==> config.mk <==
export PLATFORM = sky130hd
export DESIGN_NAME = odd_count_monitor
export DESIGN_NICKNAME = d
export VERILOG_FILES = /design/src/rtl/odd_count_pkg.sv /design/src/rtl/odd_step_classify.sv /design/src/rtl/odd_count_monitor.sv
export SDC_FILE = /design/constraint.sdc
export NUM_CORES = 1
export LEC_CHECK = 0
export CAP_MARGIN = 20
export CORE_MARGIN = 8
export CORE_UTILIZATION = 45
export DETAILED_ROUTE_END_ITERATION = 16
export PLACE_DENSITY_LB_ADDON = 0.05
export SYNTH_ARGS = -nofsm -noshare
export SYNTH_HDL_FRONTEND = slang
export SYNTH_SLANG_ARGS = --single-unit
==> constraint.sdc <==
create_clock -name clk -period 2.6 [get_ports clk]
set_input_delay 0.52 -clock clk [delete_from_list [all_inputs] [get_ports clk]]
set_output_delay 0.52 -clock clk [all_outputs]
set_load 0.005 [all_outputs]
==> src/rtl/odd_count_pkg.sv <==
// Shared types and constants for the odd up/down counter stream checker.
package odd_count_pkg;

  typedef enum logic [1:0] {HUNT, SYNC, LOCKED, FAULT} state_t;

  typedef enum logic [2:0] {UP, DN, HOLD, JUMP, BADCODE} step_t;

  localparam logic [3:0] STEP_UP = 4'd2;
  localparam logic [3:0] STEP_DN = 4'd14;
  localparam logic [3:0] WRAP_HI = 4'd15;
  localparam logic [3:0] WRAP_LO = 4'd1;

endpackage

==> src/rtl/odd_step_classify.sv <==
// Classifies the step from the previous legal sample p to the current sample c.
module odd_step_classify
  import odd_count_pkg::*;
(
  input  logic [3:0] p,
  input  logic [3:0] c,
  output step_t      step,
  output logic       wrap_up,
  output logic       wrap_dn
);

  logic [3:0] d;

  // Modulo-16 distance; natural 4-bit wrap gives 15->1 as +2 and 1->15 as -2.
  assign d = c - p;

  always_comb begin
    step = JUMP;
    if (!c[0])               step = BADCODE;
    else if (d == STEP_UP)   step = UP;
    else if (d == STEP_DN)   step = DN;
    else if (d == 4'd0)      step = HOLD;
  end

  assign wrap_up = (step == UP) && (p == WRAP_HI) && (c == WRAP_LO);
  assign wrap_dn = (step == DN) && (p == WRAP_LO) && (c == WRAP_HI);

endmodule

==> src/rtl/odd_count_monitor.sv <==
// Receive-side checker: recovers index/direction from the odd-code count bus
// and tracks lock, error count and sticky fault.
module odd_count_monitor
  import odd_count_pkg::*;
#(
  parameter int LOCK_LEN  = 4,
  parameter int ERR_LIMIT = 3
) (
  input  logic       clk,
  input  logic       reset,
  input  logic       count_valid,
  input  logic [3:0] count_in,
  input  logic       clear,
  output logic [2:0] index_out,
  output logic       dir,
  output logic       locked,
  output logic       step_err,
  output logic       wrap_up,
  output logic       wrap_dn,
  output logic       fault,
  output logic [3:0] err_count
);

  localparam logic [3:0] LOCK_LEN_4  = 4'(LOCK_LEN);
  localparam logic [3:0] ERR_LIMIT_4 = 4'(ERR_LIMIT);

  state_t     state;
  logic [3:0] p_q;
  logic [3:0] run_cnt;
  step_t      step;
  logic       cls_wrap_up;
  logic       cls_wrap_dn;
  logic       is_err;
  logic [3:0] err_next;
  logic [3:0] run_next;

  function automatic logic [3:0] sat_inc(input logic [3:0] v);
    return (v == 4'hF) ? v : v + 4'd1;
  endfunction

  odd_step_classify u_classify (
    .p       (p_q),
    .c       (count_in),
    .step    (step),
    .wrap_up (cls_wrap_up),
    .wrap_dn (cls_wrap_dn)
  );

  always_comb begin
    is_err = 1'b0;
    case (state)
      HUNT:    is_err = !count_in[0];
      SYNC:    is_err = (step == JUMP) || (step == BADCODE);
      LOCKED:  is_err = (step == HOLD) || (step == JUMP) || (step == BADCODE);
      default: is_err = 1'b0;
    endcase
  end

  assign err_next = sat_inc(err_count);
  assign run_next = run_cnt + 4'd1;

  always_ff @(posedge clk or negedge reset) begin
    if (!reset) begin
      state     <= HUNT;
      p_q       <= 4'd0;
      run_cnt   <= 4'd0;
      index_out <= 3'd0;
      dir       <= 1'b1;
      locked    <= 1'b0;
      step_err  <= 1'b0;
      wrap_up   <= 1'b0;
      wrap_dn   <= 1'b0;
      fault     <= 1'b0;
      err_count <= 4'd0;
    end else begin
      step_err <= 1'b0;
      wrap_up  <= 1'b0;
      wrap_dn  <= 1'b0;
      if (clear) begin
        state     <= HUNT;
        run_cnt   <= 4'd0;
        err_count <= 4'd0;
        locked    <= 1'b0;
        fault     <= 1'b0;
      end else if (count_valid && (state != FAULT)) begin
        if (count_in[0]) index_out <= count_in[3:1];
        if (is_err) begin
          step_err  <= 1'b1;
          err_count <= err_next;
        end
        // Reaching the error limit overrides whatever move the error would cause.
        if (is_err && (err_next >= ERR_LIMIT_4)) begin
          state  <= FAULT;
          fault  <= 1'b1;
          locked <= 1'b0;
        end else begin
          case (state)
            HUNT: begin
              if (count_in[0]) begin
                p_q     <= count_in;
                run_cnt <= 4'd0;
                state   <= SYNC;
              end
            end
            SYNC: begin
              case (step)
                UP, DN: begin
                  p_q     <= count_in;
                  dir     <= (step == UP);
                  wrap_up <= cls_wrap_up;
                  wrap_dn <= cls_wrap_dn;
                  if (run_next == LOCK_LEN_4) begin
                    state   <= LOCKED;
                    locked  <= 1'b1;
                    run_cnt <= 4'd0;
                  end else begin
                    run_cnt <= run_next;
                  end
                end
                JUMP: begin
                  p_q     <= count_in;
                  run_cnt <= 4'd0;
                end
                BADCODE: begin
                  state   <= HUNT;
                  run_cnt <= 4'd0;
                end
                default: ;
              endcase
            end
            LOCKED: begin
              case (step)
                UP, DN: begin
                  p_q     <= count_in;
                  dir     <= (step == UP);
                  wrap_up <= cls_wrap_up;
                  wrap_dn <= cls_wrap_dn;
                end
                HOLD, JUMP: begin
                  state   <= SYNC;
                  p_q     <= count_in;
                  run_cnt <= 4'd0;
                  locked  <= 1'b0;
                end
                BADCODE: begin
                  state   <= HUNT;
                  run_cnt <= 4'd0;
                  locked  <= 1'b0;
                end
                default: ;
              endcase
            end
            default: ;
          endcase
        end
      end
    end
  end

endmodule

==> flow_results.org <==
** Run status
- The flow ran to the end, and the final reports show no timing, DRC or antenna violations.

** Route
- Vias per cell :: 5.565
- Dividing the detail-routed wire length by the instance count gives 16.57 um.
- Remaining DRCs :: 0
- First-pass DRT Iterations :: 4
- First DRT Iteration DRCs :: 39
- For this block, the via count after detailed routing is 1636.
- Post-DRT Antenna Nets :: 0
- Total routed wirelength :: 4871 um

** Power
- Cell-internal power :: 0.001430 W
- The worst-case IR drop observed on VDD is 445.3 uV.
- Switching share of power :: 41.49%
- Leakage Power :: 1.126 nW
- Sequential share of power :: 21.1%
- Net switching component of the power :: 0.001014 W
- Power density cells :: 974.5 nW/um2
- Portion of total power attributed to combinational logic :: 69.4%
- The clock network accounts for 9.5% of the total power.

** Yosys
- Post-Synth XOR/XNOR Area :: 3.134%
- Flop and latch count out of synthesis :: 23
- Fraction of synthesized area in multiplexers :: 8.426%
- Post-synth ARST share :: 100.0%
- Number of nets in the synthesized netlist :: 213
- After synthesis the cells add up to 1797 um2.
- Largest family of logic cells by synthesized area :: simple AND/OR/NAND/NOR gates
- Cell variety after synth :: 56
- Synthesized area divided by synthesized cell count :: 9.261 um2
- Summing the areas of all and, or, nand and nor instances in the mapped netlist gives 27.79% of the synthesized area.
- The Yosys step of the flow raised 0 warnings.
- Predominant post-synthesis flop cell :: dfrtp_1
- For this run, the register share of the synthesized area comes to 32.10%.
- Share of synthesized cell area in full adder, half adder and majority cells :: 7.660%
- Summing the areas of all compound-gate instances in the mapped netlist gives 16.02% of the synthesized area.
- Mapped Cells :: 194
- In this run, synthesis inferred 0 flip-flops with an integrated enable.

** Setup path
- Critical Path Start Type :: flop
- Of all nets on the critical path, the largest fanout is 4.
- For the worst setup path, the data required time is 2760 ps.
- The worst setup path is captured at a flop.
- Category of the critical setup timing path :: reg -> reg
- STA puts the critical path data arrival time at 2720 ps.

** Placement
- Cell area reported after detailed placement :: 2288 um2
- The congestion estimate from routability-driven global placement came to 0.9070.
- Detailed placement HPWL :: 3488 um
- Timing analysis after detailed placement gives a worst setup slack of -694.9 ps.
- Count of buffers inserted at the top-level ports :: 20
- Cell count after placement :: 282

** Layout
- With fillers left out, the area of the finished cells amounts to 2507 um2.
- Sequential cell area :: 576.8 um2
- The multi-input combinational cells in the finished layout cover a total of 1321 um2.
- Number of nets in the finished design :: 264
- Most common cell after layout, fill and taps aside :: buf_4
- Commonest cells after routing, fill and taps aside :: 35 x buf_4, 22 x dfrtp_1, 17 x nand2_1, 16 x nor2_1, 15 x clkdlybuf4s50_1
- Cells with a size suffix above 1 make up 36.48% of the layout.
- The number of antenna diodes in the final layout is 0.
- Count of fill cells added during filler insertion :: 345
- The finished layout holds 294 standard cells, fillers aside.
- Compared with the post-synthesis result, the final layout area differs by 39.55%.

** Timing
- Unrepaired setup endpoints after global routing :: true
- Least-Margin Pin Slew :: 583.7 ps
- Clock period minus final worst setup slack :: 2554 ps
- Number of slew-limit violations in the final report :: 0
- Setup Viol. Count Final :: 0
- Fin worst setup slack :: 46.45 ps
- Worst hold slack :: 502.9 ps
- The number of hold violations in the final report was 0.
- Setup total negative slack :: 0 ps
- Max-slew headroom :: 61.00%
- Based on the critical path, the design can be clocked at up to 391.6 MHz.
- Clock skew on the completed layout was measured at 7.485 ps.
- Fraction of the cycle the final worst path needs :: 98.21%

** CTS
- CTS Root Buffer Type :: clkbuf_8
- The clock passes through at most 2 buffers.
- Clock latency on the worst-skew pair :: 270 ps
- CTS H-tree lvls :: 1
- TritonCTS built the clock tree.
- Clock sink count :: 23
- After clock tree synthesis, the clock-pin slew on the worst setup and hold paths is 90 ps.
- Cts bufs inserted :: 3

** Worst hold path
- Worst hold-check path type :: reg -> reg

** Floorplanning
- Initial standard-cell utilization of the core :: 45.91%
- Placeable Area :: 3914 um2
- The floorplan has 23 rows.
- 21 I/O pins were placed.
- Overall die width :: 79.19 um
- Vert. Die Dim :: 79.19 um
- Total die area :: 6270 um2

** Global route
- Number of antenna violations at the first check in global routing :: 0
- Global routing consumed, over all layers together, 15.88% of the routing resources.
- The via count of the first global-routing pass was 1695.
- First-pass GRT wire length :: 7983 um
- Maximum number of pins on one net before global-route repair :: 24
- Summed over all layers, the global routing overflow is 0.

** Run
- Max-cap violations in this run came to 0.
cells in the mapped netlist, types with 3 or more instances:
master,instances,share of area [%]
nand3_1,11,3.1
and3_1,4,1.4
dfrtp_1,22,31
nor3_1,7,1.9
mux2i_1,5,2.8
ha_1,11,7.7
nor3b_1,3,1.3
a221oi_1,3,1.5
and2_1,4,1.4
nor2_1,17,3.6
o211ai_1,3,1.3
o2111a_1,3,1.9
inv_1,10,2.1
mux2_2,5,3.1
mux2_1,4,2.5
nand2_1,17,3.6
o21ai_0,3,0.84
clkbuf_1,4,0.84
nor2b_1,5,1.7
nand2b_1,3,1.0
buf_2,4,1.1
or3_1,4,1.4
stage by stage:
stage | power [W] | util, %
final | 0.002443 | 64.07
after global routing | 0.002622 | 64.07
after CTS | 0.002281 | 61.09
after detailed placement | 0.001931 | 58.47
after global placement | 0.001892 | 58.47
after floorplan | 0.001450 | -
metal layers:
layer / part of all wire (%) / GRT usage (%)
met5: 0 / 0
met4: 1.8 / 6.481
met3: 2.7 / 2.032
met2: 48 / 27.12
met1: 47 / 19.62
what timing repair did:
action | 4_1_cts | 5_1_grt
resized for setup | 21 | 22
pin swaps | 7 | 13
endpoints found under the setup margin | 16 | 10
hold buffers | 0 | 0
buffers inserted | 4 | 4
endpoints found under the hold margin | 0 | 0
path summary, 6_finish.rpt:
check	startpoint	slack (ps)	cells past startpoint	end
worst max-delay path	p_q[2]$_DFFE_PN0P_	50	10	p_q[2]$_DFFE_PN0P_
worst max register to register	p_q[2]$_DFFE_PN0P_	50	10	p_q[2]$_DFFE_PN0P_
max in group asynchronous	reset	1710	2	dir$_DFFE_PN1P_
min in group asynchronous	reset	600	2	p_q[3]$_DFFE_PN0P_
worst min register to register	fault$_DFFE_PN0P_	500	2	fault$_DFFE_PN0P_
worst min-delay path	fault$_DFFE_PN0P_	500	2	fault$_DFFE_PN0P_
state kept, by name, summed over array words and instances (netlist names):
signal	cells
wrap_dn	1
err_count	4
wrap_up	1
state	2
fault	1
step_err	1
run_cnt	4
index_out	3
dir	1
p_q	4
locked	1
power by group through the flow:
| stage | Combinational [W] | Clock, W | Sequential (W) |
|---|---|---|---|
| after floorplan | 0.000937 | 0 | 0.000513 |
| after global placement | 0.00138 | 0 | 0.000512 |
| after detailed placement | 0.00141 | 0 | 0.000522 |
| after CTS | 0.00152 | 0.000244 | 0.000518 |
| after global routing | 0.00184 | 0.000252 | 0.000527 |
| final | 0.00170 | 0.000233 | 0.000515 |
cell type report:
type | instances | share of cell area (%)
Tap cell | 50 | 2.495
Timing Repair Buffer | 56 | 18.36
Sequential cell | 23 | 23.00
Clock buffer | 3 | 1.647
Multi-Input combinational cell | 151 | 52.69
Inverter | 10 | 1.597
Clock inverter | 1 | 0.1996
worst max-delay path: stages (launching register included):
cell and delay (ps):
dfrtp_1 410, inv_2 80, ha_4 200, or2_4 230, or3_4 400, a21oi_4 180, o31a_4 180, nand2b_4 70
a311oi_4 220, buf_6 170, mux2_4 300
logic make-up after synthesis:
group / count (synthesis)
flip-flops: 23
multiplexers: 14
AO/OA/AOI/OAI: 32
buffers and inverters: 20
adder cells (fa/ha/maj): 11
XOR/XNOR: 4
AND/OR/NAND/NOR: 90
(Power assumes the default switching activity.)
